**src/rtl/mux_tree_pipe.sv**
```systemverilog
// Pipelined N_IN-to-1 lane multiplexer tree with a register stage after every LVL_PER_STG levels.
// Latency: NSTG cycles from acceptance to out_valid, 1 item/cycle sustained.
// Backpressure: full valid/ready; in_ready = ready chain from out_ready (the only comb path), capacity NSTG.
//
// Ports:
//   clk, rst_n           clock, asynchronous active-low reset
//   in_data/in_sel       N_IN lanes of DATA_W bits, lane index; sampled only on acceptance
//   in_valid/in_ready    input handshake
//   out_data/out_err     selected lane (0 when in_sel >= N_IN) and out-of-range flag
//   out_valid/out_ready  output handshake; out_data/out_err held while stalled
module mux_tree_pipe #(
    parameter int N_IN        = 32,
    parameter int DATA_W      = 1,
    parameter int LVL_PER_STG = 2
) (
    input  logic                      clk,
    input  logic                      rst_n,
    input  logic [N_IN*DATA_W-1:0]    in_data,
    input  logic [$clog2(N_IN)-1:0]   in_sel,
    input  logic                      in_valid,
    output logic                      in_ready,
    output logic [DATA_W-1:0]         out_data,
    output logic                      out_err,
    output logic                      out_valid,
    input  logic                      out_ready
);

    localparam int SEL_W = $clog2(N_IN);
    localparam int NSTG  = (SEL_W + LVL_PER_STG - 1) / LVL_PER_STG;
    localparam int N_PAD = 1 << SEL_W;

    // First tree level handled by stage k (clamped so k = NSTG means "tree fully resolved").
    function automatic int lvl_lo(input int k);
        return (k * LVL_PER_STG < SEL_W) ? k * LVL_PER_STG : SEL_W;
    endfunction

    // Candidates entering stage k; entry NSTG is the single final lane.
    function automatic int n_cand(input int k);
        return 1 << (SEL_W - lvl_lo(k));
    endfunction

    function automatic int cand_off(input int k);
        int s = 0;
        for (int i = 0; i < k; i++) s += n_cand(i) * DATA_W;
        return s;
    endfunction

    function automatic int sel_off(input int k);
        int s = 0;
        for (int i = 0; i < k; i++) s += SEL_W - lvl_lo(i);
        return s;
    endfunction

    localparam int CAND_TOT = cand_off(NSTG + 1);
    localparam int SEL_TOT  = sel_off(NSTG);
    localparam logic [SEL_W:0] N_IN_V = (SEL_W + 1)'(N_IN);

    // Flat chains: slice k is what enters stage k; the last candidate slice is the output lane.
    wire  [CAND_TOT-1:0] cand_chain;
    wire  [SEL_TOT-1:0]  sel_chain;
    wire  [NSTG-1:0]     vld_w;
    wire  [NSTG-1:0]     err_w;
    logic [NSTG:0]       rdy_c;
    logic                in_err;

    assign cand_chain[N_IN*DATA_W-1:0] = in_data;
    assign sel_chain[SEL_W-1:0]        = in_sel;

    // Missing leaves read as zero, so an out-of-range select naturally yields zero data.
    if (N_PAD > N_IN) begin : g_pad
        assign cand_chain[N_PAD*DATA_W-1:N_IN*DATA_W] = '0;
    end

    assign in_err = ({1'b0, in_sel} >= N_IN_V);

    // Ready chain walks back from out_ready; kept in one block so it is a single comb net.
    always_comb begin
        rdy_c       = '0;
        rdy_c[NSTG] = out_ready;
        for (int k = NSTG - 1; k >= 0; k--) begin
            rdy_c[k] = !vld_w[k] || rdy_c[k+1];
        end
    end

    for (genvar k = 0; k < NSTG; k++) begin : g_stg
        localparam int LO  = lvl_lo(k);
        localparam int D   = lvl_lo(k + 1) - LO;
        localparam int NCI = n_cand(k);
        localparam int NCO = n_cand(k + 1);
        localparam int RSI = SEL_W - LO;
        localparam int RSO = RSI - D;

        wire  [NCI*DATA_W-1:0] cand_in = cand_chain[cand_off(k) +: NCI*DATA_W];
        wire  [RSI-1:0]        sel_in  = sel_chain[sel_off(k) +: RSI];
        wire                   up_vld;
        wire                   up_err;
        wire                   load;
        logic [NCO*DATA_W-1:0] cand_d;
        logic [NCO*DATA_W-1:0] cand_q;
        logic                  vld_q;
        logic                  err_q;

        if (k == 0) begin : g_first
            assign up_vld = in_valid;
            assign up_err = in_err;
        end else begin : g_next
            assign up_vld = vld_w[k-1];
            assign up_err = err_w[k-1];
        end

        assign load = rdy_c[k] && up_vld;

        // D tree levels at once: candidate j picks among its 2^D children with the low D select bits.
        always_comb begin
            cand_d = '0;
            for (int j = 0; j < NCO; j++) begin
                cand_d[j*DATA_W +: DATA_W] =
                    cand_in[(j * (1 << D) + int'(sel_in[D-1:0])) * DATA_W +: DATA_W];
            end
        end

        always_ff @(posedge clk or negedge rst_n) begin
            if (!rst_n) begin
                vld_q <= 1'b0;
                err_q <= 1'b0;
            end else begin
                if (rdy_c[k]) vld_q <= up_vld;
                if (load)     err_q <= up_err;
            end
        end

        if (k == NSTG - 1) begin : g_last
            // Final stage drives out_data directly, so it is cleared on reset.
            always_ff @(posedge clk or negedge rst_n) begin
                if (!rst_n)    cand_q <= '0;
                else if (load) cand_q <= cand_d;
            end
        end else begin : g_mid
            logic [RSO-1:0] sel_q;

            always_ff @(posedge clk) begin
                if (load) begin
                    cand_q <= cand_d;
                    sel_q  <= sel_in[RSI-1:D];
                end
            end

            assign sel_chain[sel_off(k + 1) +: RSO] = sel_q;
        end

        assign cand_chain[cand_off(k + 1) +: NCO*DATA_W] = cand_q;
        assign vld_w[k] = vld_q;
        assign err_w[k] = err_q;
    end

    assign in_ready  = rdy_c[0];
    assign out_valid = vld_w[NSTG-1];
    assign out_err   = err_w[NSTG-1];
    assign out_data  = cand_chain[cand_off(NSTG) +: DATA_W];

endmodule

```
**config.mk**
```make
export PLATFORM = sky130hd
export DESIGN_NAME = mux_tree_pipe
export DESIGN_NICKNAME = d
export VERILOG_FILES = /design/src/rtl/mux_tree_pipe.sv
export SDC_FILE = /design/constraint.sdc
export NUM_CORES = 1
export LEC_CHECK = 0
export ABC_AREA = 1
export BUFFER_PORTS_ARGS = -buffer_cell sky130_fd_sc_hd__buf_2
export CAP_MARGIN = 20
export CELL_PAD_IN_SITES_DETAIL_PLACEMENT = 1
export CELL_PAD_IN_SITES_GLOBAL_PLACEMENT = 2
export CORE_ASPECT_RATIO = 0.75
export CORE_MARGIN = 10
export CORE_UTILIZATION = 24
export CTS_CLUSTER_SIZE = 30
export DETAILED_ROUTE_END_ITERATION = 10
export PLACE_DENSITY_LB_ADDON = 0.2
export RECOVER_POWER = 50
export SYNTH_ARGS = -nofsm -noshare
export SYNTH_HDL_FRONTEND = slang
export SYNTH_SLANG_ARGS = --single-unit
```
**constraint.sdc**
```tcl
create_clock -name clk -period 1.5 [get_ports clk]
set_input_delay 0.3 -clock clk [delete_from_list [all_inputs] [get_ports clk]]
set_output_delay 0.3 -clock clk [all_outputs]
set_load 0.05 [all_outputs]
```
After elaboration in Yosys (flattened, before gate mapping)
Index checks and enable logic that the tools add are counted.
{"block": "word_totals", "wordCells": 36, "in_bits": 41, "reg_bits": 18}
{"block": "classes", "n_reduce_logical": 9, "shift": 11, "n_addsub": 8}
{"cell": "$shiftx 32x7->1", "count": 4}
{"cell": "$shiftx 32x6->1", "count": 2}
{"cell": "$shiftx 32x3->1", "count": 1}
{"cell": "$shiftx 32x5->1", "count": 1}
{"cell": "$add 5x2->6 const A", "count": 4}
{"cell": "$add 4x2->5 const A", "count": 2}
{"cell": "$add 3x2->4 const A", "count": 2}
{"cell": "$shiftx 8x3->1", "count": 1}
{"cell": "$shiftx 8x5->1", "count": 1}
{"cell": "$logic_and 1x1->1", "count": 3}
{"cell": "$logic_not 1->1", "count": 3}
{"cell": "$logic_or 1x1->1", "count": 3}
{"cell": "$shiftx 2x2->1", "count": 1}

Logic depth before layout (Yosys ltp)
Gate-level depths: netlist of run 1.
{"block": "logic_depth", "depth_word": 5, "depth_mapped": 5}

Worst setup path before layout of run 1
Ideal clock, no wire load.
{"block": "synth_timing", "path_type": "register -> register", "startpoint": "register g_stg[2].vld_q, in the netlist out_valid", "endpoint": "register g_stg[0].cand_q[0], enable pin", "path_buffers": 0, "path_stages_with_launch": 4, "setup_time_ns": 0.290, "required_time_ns": 1.210, "path_slack_ns": -0.464, "arrival_ns": 1.674, "path_cell_list": "dfrtp_1 -> nand4_1 -> nand2_1 -> inv_1"}
{"block": "synth_between", "elab_chain_cells": 5}
{"item": "from (decl)", "line_no": "100", "source": "logic vld_q;"}
{"item": "from (signal assigned)", "line_no": "127", "source": "if (rdy_c[k]) vld_q <= up_vld;"}
{"item": "$logic_not 1->1", "line_no": "81", "source": "rdy_c[k] = !vld_w[k] || rdy_c[k+1];"}
{"item": "$logic_or 1x1->1 (3 in series)", "line_no": "81"}
{"item": "named net in_ready", "line_no": "21", "source": "output logic in_ready,"}
{"item": "$logic_and 1x1->1", "line_no": "111", "source": "assign load = rdy_c[k] && up_vld;"}
{"item": "named net g_stg[0].load", "line_no": "97", "source": "wire load;"}
{"item": "to (signal assigned)", "line_no": "143", "source": "cand_q <= cand_d;"}
{"item": "to (decl)", "line_no": "99", "source": "logic [NCO*DATA_W-1:0] cand_q;"}
The timed path passes the listed nets, and every way through them passes these cells.
A chain may end at the register's enable or synchronous reset.

Worst setup path after layout of run 1
{"block": "layout_timing", "startpoint": "register g_stg[1].vld_q", "endpoint": "output port in_ready"}
{"block": "layout_between", "elab_chain_cells": 3}
{"item": "from (decl)", "line_no": "100"}
{"item": "from (signal assigned)", "line_no": "127"}
{"item": "$logic_not 1->1", "line_no": "81"}
{"item": "$logic_or 1x1->1 (2 in series)", "line_no": "81"}
{"item": "to (decl)", "line_no": "21"}
Every way passes these cells.

==> impl_metrics.toml, run 1 <==
[global_routing]
antenna_found_initial = 0
grt_max_degree = 26
track_usage_pct = 7.496
grt_first_pass_wirelength_um = 4899
grt_pass1_vias = 1057
grt_overflow = 0

[status]
status = "finished clean"

[timing]
fin_setup_tns_ns = 0
slew_viol_final = 0
hold_slack_ns = 0.2250
period_share_pct = 94.47
fin_crit_ns = 1.417
fmax_mhz = 705.7
skew_ns = 0.001099
grt_setup_unrepaired = "no"
fin_ws_ns = 0.08300
setup_viol = 0
finalHoldViolCount = 0

[worst_setup_path]
reg2reg_from = "g_stg[1].vld_q"
critPathMaxFanout = 4
critPathSlowestCell = "dfrtp_1"
crit_type = "reg2out"
critPathRequiredTime_ns = 1.20
r2r_cells = 3
startpoint = "g_stg[1].vld_q"
max_stage_delay_ns = 0.41
critPathCaptureType = "primary output"
worstSetupStartpointType = "register"
arrival_ns = 1.12
crit_chain = "nand4_1 > buf_2"

[floorplan]
fp.dieH_um = 78.19
ios = 45
num_rows = 21
initial_core_util_pct = 24.55
coreArea_sq_um = 4414
die_area_sq_um = 7630
die_w_um = 97.59

[power_and_ir_drop]
p_leak_nw = 0.8101
powerDensity_nw_per_um2 = 960.4
peakVddDrop_uv = 515.0

[placement]
io_buffers = 43
place_congestion = 0.7509
place_worst_setup_slack_ns = 0.2424
detailed_place_hpwl_um = 2448

[synthesis]
syn-num-nets = 190
synth.top_cell.area_share_pct = 38.80
synth_edf_count = 14
synthTopCellsByArea = "edfxtp_1 39%, nand2_1 18%, inv_1 14%"
yosys.area.top_type = "edfxtp_1"
async_flop_share_pct = 22.22
syn_inst = 149
synth_seq_cells = 18
synth_commonest_cells = "53 x nand2_1, 39 x inv_1, 21 x nand3_1"
yosysWarnings = 0
avgSynthCellArea_sq_um = 7.272
ys.flop_type = "edfxtp_1"
yosysMostFrequentCell = "nand2_1"
ys_types = 15
yosysSeqAreaShare_pct = 48.04
synth.cell_area_sq_um = 1084

[detailed_routing]
post_drt_wl_per_cell_um = 11.39
num_vias = 974
antenna_left = 0
first_iter_violations = 24
via_per_inst = 3.896
wirelength_um = 2847
drc = 0
first_pass_iters = 2

[worst_hold_path]
min-delay-start = "in_sel[4]"
hold_depth = 1
hp-class = "in2reg"

[cells_and_area]
seqCellArea_sq_um = 521.8
nFillCells = 582
utilization_pct = 31.80
multi_input_area_sq_um = 381.6
num-nets-final = 235
drive_above_1_share_pct = 28.50
antenna_cells = 0
syn2layout_area_growth_pct = 29.56

[cts]
path_clk_slew_ns = 0.07
clock_path_buffers = 2
numCtsBuffers = 3
cts_tree = "built"
h-tree-depth = 1
cts_root_buffer = "clkbuf_8"
clock-sinks = 18
clk_latency_ns = 0.25
cts-resized-gates = 0

[job]
maxCapViolCount = 0
-- power breakdown --
part / total [W] / internal, W / switching (W)
combinational: 0.000312 / 0.000110 / 0.000202
clock: 0.000391 / 0.000233 / 0.000158
sequential: 0.000646 / 0.000613 / 0.0000323
-- critical path: cells and delay by family, from the launching register on --
family | cells | cell delay, ns
flops | 1 | 0.41
simple gates | 1 | 0.16
buf+inv | 1 | 0.30
-- metal layers --
layer / vias to the layer above / GRT usage, % / share of wire (%)
li1: 528 / - / -
met1: 421 / 9.375 / 49
met2: 23 / 11.85 / 44
met3: 2 / 2.975 / 5.9
met4: 0 / 1.739 / 0.77
met5: - / 0 / 0
-- per-stage QoR --
step,instance area (sq um),total power (W),instances
floorplan,1085,0.0008624,149
global placement,1340,0.0009671,245
detailed placement,1340,0.0009733,245
CTS,1405,0.001374,250
global route,1404,0.001442,250
finish,1404,0.001348,250
-- sequential cells by signal, summed over array words and instances (netlist names) --
| signal | flops |
|---|---|
| g_stg.cand_q | 10 |
| g_stg.g_mid.sel_q | 4 |
| g_stg.vld_q | 2 |
| out_data | 1 |
| out_valid | 1 |
-- repair_timing --
action,4_1_cts,5_1_grt
endpoints found under the hold margin,4,0
hold buffers,1,0
setup buffers,0,0
-- cell usage in the layout, fill, tap and decap left out --
| cell type | n |
|---|---|
| or2_2 | 7 |
| nand2_1 | 53 |
| nand3_1 | 21 |
| dlygate4sd3_1 | 1 |
| buf_2 | 41 |
| inv_2 | 1 |
| a21oi_1 | 1 |
| inv_1 | 39 |
| clkbuf_1 | 1 |
| dfrtp_1 | 3 |
| or2_1 | 1 |
| clkbuf_2 | 1 |
| nand4_1 | 1 |
| or2_0 | 2 |
| edfxtp_1 | 14 |
| conb_1 | 1 |
| dfrtp_2 | 1 |
| clkbuf_8 | 4 |
-- final timing paths --
| path | endpoint | slack (ns) |
|---|---|---|
| worst min-delay path | g_stg[0].g_mid.sel_q[2] | 0.23 |
| worst max register to register | g_stg[0].g_mid.sel_q[1] | 0.33 |
| worst min register to register | g_stg[1].g_mid.sel_q | 0.42 |
| min in group asynchronous | g_stg[1].vld_q | 0.42 |
| worst max-delay path | in_ready | 0.08 |
| max in group asynchronous | out_valid | 0.86 |
-- final cells by class --
type                    count  area share, %
flip-flops and latches     18          37.17
multi-input cells          87          27.18
repair buffers             44          15.95
inverters                  40          10.70
well taps                  57          5.080
clock buffers               4          3.922
-- logic make-up (layout without fill, tap and decap cells) --
group / Yosys count / count (layout) / synth area share, %
simple gates: 85 / 85 / 34.41
buf+inv: 44 / 88 / 16.74
flops: 18 / 18 / 48.04
other cells: 1 / 1 / 0.3461
compound gates: 1 / 1 / 0.4615
Note: power is estimated with default switching activity, not from simulation.
==> inputs of run 2 (changes only) <==
CTS_CLUSTER_SIZE = 24   (was 30)
GPL_TIMING_DRIVEN = 0   (was not set)
PLACE_DENSITY_LB_ADDON = 0.1   (was 0.2)
==> impl_metrics.toml, run 2 (synthesis results as in run 1) <==
[cells_and_area]
final_common_cell = "nand2_1"
final_cell_mix = "53 x nand2_1, 41 x buf_2, 39 x inv_1, 21 x nand3_1, 14 x edfxtp_1"
reg.largest.list = "g_stg.cand_q x10, g_stg.g_mid.sel_q x4, g_stg.vld_q x2"
utilization_pct = 32.00
drive_above_1_share_pct = 28.57
post-route-cell-area_sq_um = 1413
stdcell_count = 253
syn2layout_area_growth_pct = 30.37
largest_register = "g_stg.cand_q"
largest_register_ffs = 10
num-nets-final = 238
antenna_cells = 0
nFillCells = 573

[floorplan]
ios = 45
fp.dieH_um = 78.19
num_rows = 21
initial_core_util_pct = 24.55
die_area_sq_um = 7630
die_w_um = 97.59
coreArea_sq_um = 4414

[cts]
path_clk_slew_ns = 0.07
clock_path_buffers = 2
cts_root_buffer = "clkbuf_8"
cts_tree = "built"
numCtsBuffers = 3
h-tree-depth = 1
cts-resized-gates = 0
clock-sinks = 18
cts_setup_buffers = 0
cts-hold-fix-buffers = 1
clk_latency_ns = 0.25

[detailed_routing]
drc = 0
first_pass_iters = 4
post_drt_wl_per_cell_um = 11.65
wirelength_um = 2947
first_iter_violations = 22
antenna_left = 0
num_vias = 1015
via_per_inst = 4.012

[timing]
skew_ns = 0.003009
setup_viol = 0
grt_setup_unrepaired = "no"
fin_ws_ns = 0.1095
period_share_pct = 92.70
slew_viol_final = 0
finalHoldViolCount = 0
fmax_mhz = 719.2
fin_crit_ns = 1.391

[power_and_ir_drop]
power.total_w = 0.001297
p_leak_nw = 0.8160
powerDensity_nw_per_um2 = 918.4
peakVddDrop_uv = 342.2

[worst_hold_path]
hp-class = "in2reg"
hold_depth = 1

[worst_setup_path]
critPathRequiredTime_ns = 1.20
crit_chain = "nand4_1 > buf_2"
max_stage_delay_ns = 0.41
critPathMaxFanout = 4
path_depth = 2
worstSetupStartpointType = "register"
crit_family = "flip-flops"
critPathSlowestCell = "dfrtp_1"
r2r_cells = 3
crit_type = "reg2out"
cp.buffers_inverters = 1
arrival_ns = 1.09
critPathCaptureType = "primary output"

[global_routing]
track_usage_pct = 7.945
grt_first_pass_wirelength_um = 5161
grt_pass1_vias = 1165
grt_max_degree = 12
antenna_found_initial = 0
grt_overflow = 0

[placement]
placed_area_sq_um = 1366
detailed_place_hpwl_um = 2586
io_buffers = 42
place_congestion = 0.7761
dp.cells = 248
place_worst_setup_slack_ns = 0.2591

[job]
maxCapViolCount = 0

[status]
status = "finished clean"
run 2: cell count changes in the layout (fill, tap and decap cells not counted):
cell / before / now
buf_4: 0 / 2
clkinv_1: 0 / 1
clkbuf_1: 1 / 2
clkbuf_8: 4 / 3
run 2: cell type report:
cell class | instances | area, sq um | share of cell area [%]
flip-flops and latches | 18 | 521.8 | 36.94
multi-input cells | 87 | 381.6 | 27.02
repair buffers | 43 | 219.0 | 15.50
inverters | 40 | 150.1 | 10.63
well taps | 57 | 71.32 | 5.049
clock buffers | 3 | 41.29 | 2.923
plain buffers | 4 | 23.77 | 1.683
clock inverters | 1 | 3.754 | 0.2657
run 2: per-layer routing:
| metal | global-route usage [%] | share of wire, % | vias up | wire length, um |
|---|---|---|---|---|
| li1 | - | - | 535 | - |
| met1 | 9.514 | 46 | 455 | 1358 |
| met2 | 13.25 | 46 | 23 | 1364 |
| met3 | 3.062 | 6.8 | 2 | 201 |
| met4 | 1.739 | 0.75 | 0 | 22 |
| met5 | 0 | 0 | - | 0 |
run 2: worst paths after layout:
kind | startpoint | end | slack, ns
worst max-delay path | g_stg[1].vld_q | in_ready | 0.11
worst max register to register | g_stg[0].g_mid.sel_q[0] | g_stg[1].cand_q[0] | 0.33
min in group asynchronous | rst_n | out_data | 0.41
worst min-delay path | in_sel[4] | g_stg[0].g_mid.sel_q[2] | 0.22
max in group asynchronous | rst_n | out_valid | 0.89
worst min register to register | g_stg[0].g_mid.sel_q[2] | g_stg[1].g_mid.sel_q | 0.42
run 2: metrics by stage:
stage                     TNS, ns  hold WS [ns]
after floorplan            -2.692      0.004409
after global placement          0        0.1095
after detailed placement        0        0.1180
after CTS                       0        0.2107
after global routing            0        0.2145
final                           0        0.2211
run 2: power breakdown:
| group | leakage (nW) | internal, W | total (W) | switching [W] |
|---|---|---|---|---|
| logic | 0.612 | 0.000114 | 0.000319 | 0.000204 |
| clock network | 0.0231 | 0.000182 | 0.000334 | 0.000152 |
| registers | 0.181 | 0.000613 | 0.000645 | 0.0000318 |
==> inputs of run 3 (changes only) <==
PLACE_DENSITY = 0.8   (was not set)
PLACE_DENSITY_LB_ADDON = not set   (was 0.1)
==> impl_metrics.toml, run 3 (synthesis results as in run 1) <==
[status]
status = "finished clean"

[worst_setup_path]
r2r_cells = 3
critPathRequiredTime_ns = 1.20
crit_type = "reg2out"
worstSetupStartpointType = "register"
critPathCaptureType = "primary output"
critPathMaxFanout = 4
arrival_ns = 1.08

[global_routing]
antenna_found_initial = 0
grt_max_degree = 12
grt_first_pass_wirelength_um = 4491
track_usage_pct = 6.822
grt_pass1_vias = 1052
grt_overflow = 0

[detailed_routing]
first_pass_iters = 3
drc = 0
antenna_left = 0
num_vias = 977
post_drt_wl_per_cell_um = 10.74
first_iter_violations = 23
via_per_inst = 3.862
wirelength_um = 2717

[cells_and_area]
reg.largest.list = "g_stg.cand_q x10, g_stg.g_mid.sel_q x4, g_stg.vld_q x2"
largest_register = "g_stg.cand_q"
drive_above_1_share_pct = 28.57
num-nets-final = 238
stdcell_count = 253
syn2layout_area_growth_pct = 31.18
utilization_pct = 32.20
final_common_cell = "nand2_1"
antenna_cells = 0
largest_register_ffs = 10
final_cell_mix = "53 x nand2_1, 41 x buf_2, 39 x inv_1, 21 x nand3_1, 14 x edfxtp_1"

[power_and_ir_drop]
p_leak_nw = 0.8186
comb_power_share_pct = 23.1
p_sw_w = 0.0003860
swShare_pct = 28.67
intPower_w = 0.0009603
peakVddDrop_uv = 360.3
powerDensity_nw_per_um2 = 947.2
power.total_w = 0.001346
clkPwrFrac_pct = 29.2
p_seq_share_pct = 47.7

[floorplan]
ios = 45
fp.dieH_um = 78.19
die_area_sq_um = 7630
coreArea_sq_um = 4414
initial_core_util_pct = 24.55
num_rows = 21
die_w_um = 97.59

[timing]
hold_slack_ns = 0.2247
fin_crit_ns = 1.382
fin_ws_ns = 0.1176
slew_viol_final = 0
grt_setup_unrepaired = "no"
finalHoldViolCount = 0
setup_viol = 0
skew_ns = 0.006177
period_share_pct = 92.16
fmax_mhz = 723.4

[cts]
clock_path_buffers = 2
numCtsBuffers = 3
path_clk_slew_ns = 0.07
h-tree-depth = 1
cts_tree = "built"
cts_root_buffer = "clkbuf_8"
clk_latency_ns = 0.25
clock-sinks = 18
cts_setup_buffers = 0

[placement]
detailed_place_hpwl_um = 2364
io_buffers = 42
place_congestion = 0.7331
dp.cells = 248
place_worst_setup_slack_ns = 0.3131

[job]
maxCapViolCount = 0

[worst_hold_path]
hold_depth = 1
hp-class = "in2reg"
run 3: cell types whose count changed in the layout (fill, tap and decap cells not counted):
cell / previous run / this run
clkbuf_8: 3 / 4
clkbuf_1: 2 / 3
clkbuf_2: 1 / 0
clkinv_1: 1 / 0
run 3: area by class of cell:
type / count / area (sq um)
Buffer: 4 / 23.77
Clock buffer: 4 / 55.05
Fill cell: 576 / 2993
Inverter: 40 / 150.1
Multi-Input combinational cell: 87 / 381.6
Sequential cell: 18 / 521.8
Tap cell: 57 / 71.32
Timing Repair Buffer: 43 / 217.7
run 3: timing repair:
| action | in CTS | in global routing |
|---|---|---|
| hold endpoints to repair | 4 | 0 |
| hold buffers | 1 | 0 |
| setup endpoints to repair | 0 | 0 |
| resized for setup | 0 | 0 |
run 3: metrics by stage:
step | TNS [ns] | cell area, sq um
after floorplan | -2.692 | 1085
after global placement | 0 | 1366
after detailed placement | 0 | 1366
after CTS | 0 | 1431
after global routing | 0 | 1421
final | 0 | 1421
run 3: layer usage:
layer,vias up,share of wire (%),track usage (%)
li1,536,-,-
met1,405,48,8.177
met2,32,41,10.53
met3,4,9.6,3.325
met4,0,0.88,2.174
met5,-,0,0
run 3: power by group through the flow:
stage | Combinational, W | Sequential (W) | Clock (W)
detailed placement | 0.000321 | 0.000654 | 0
global route | 0.000357 | 0.000652 | 0.000423
global placement | 0.000317 | 0.000653 | 0
CTS | 0.000324 | 0.000644 | 0.000406
finish | 0.000311 | 0.000642 | 0.000393
floorplan | 0.000161 | 0.000702 | 0
run 3: final timing paths:
kind / from / endpoint / slack, ns
setup / recovery: g_stg[1].vld_q / in_ready / 0.12
hold / removal: in_sel[2] / g_stg[0].g_mid.sel_q[0] / 0.22
setup reg to reg: g_stg[0].g_mid.sel_q[0] / g_stg[1].cand_q[1] / 0.35
hold reg to reg: g_stg[0].g_mid.sel_q[2] / g_stg[1].g_mid.sel_q / 0.42
max in group asynchronous: rst_n / out_valid / 0.89
min in group asynchronous: rst_n / out_data / 0.41
run 3: worst max-delay path: stages, from the launching register on:
cell and delay, ns:
dfrtp_1 0.41, nand4_1 0.14, buf_2 0.28
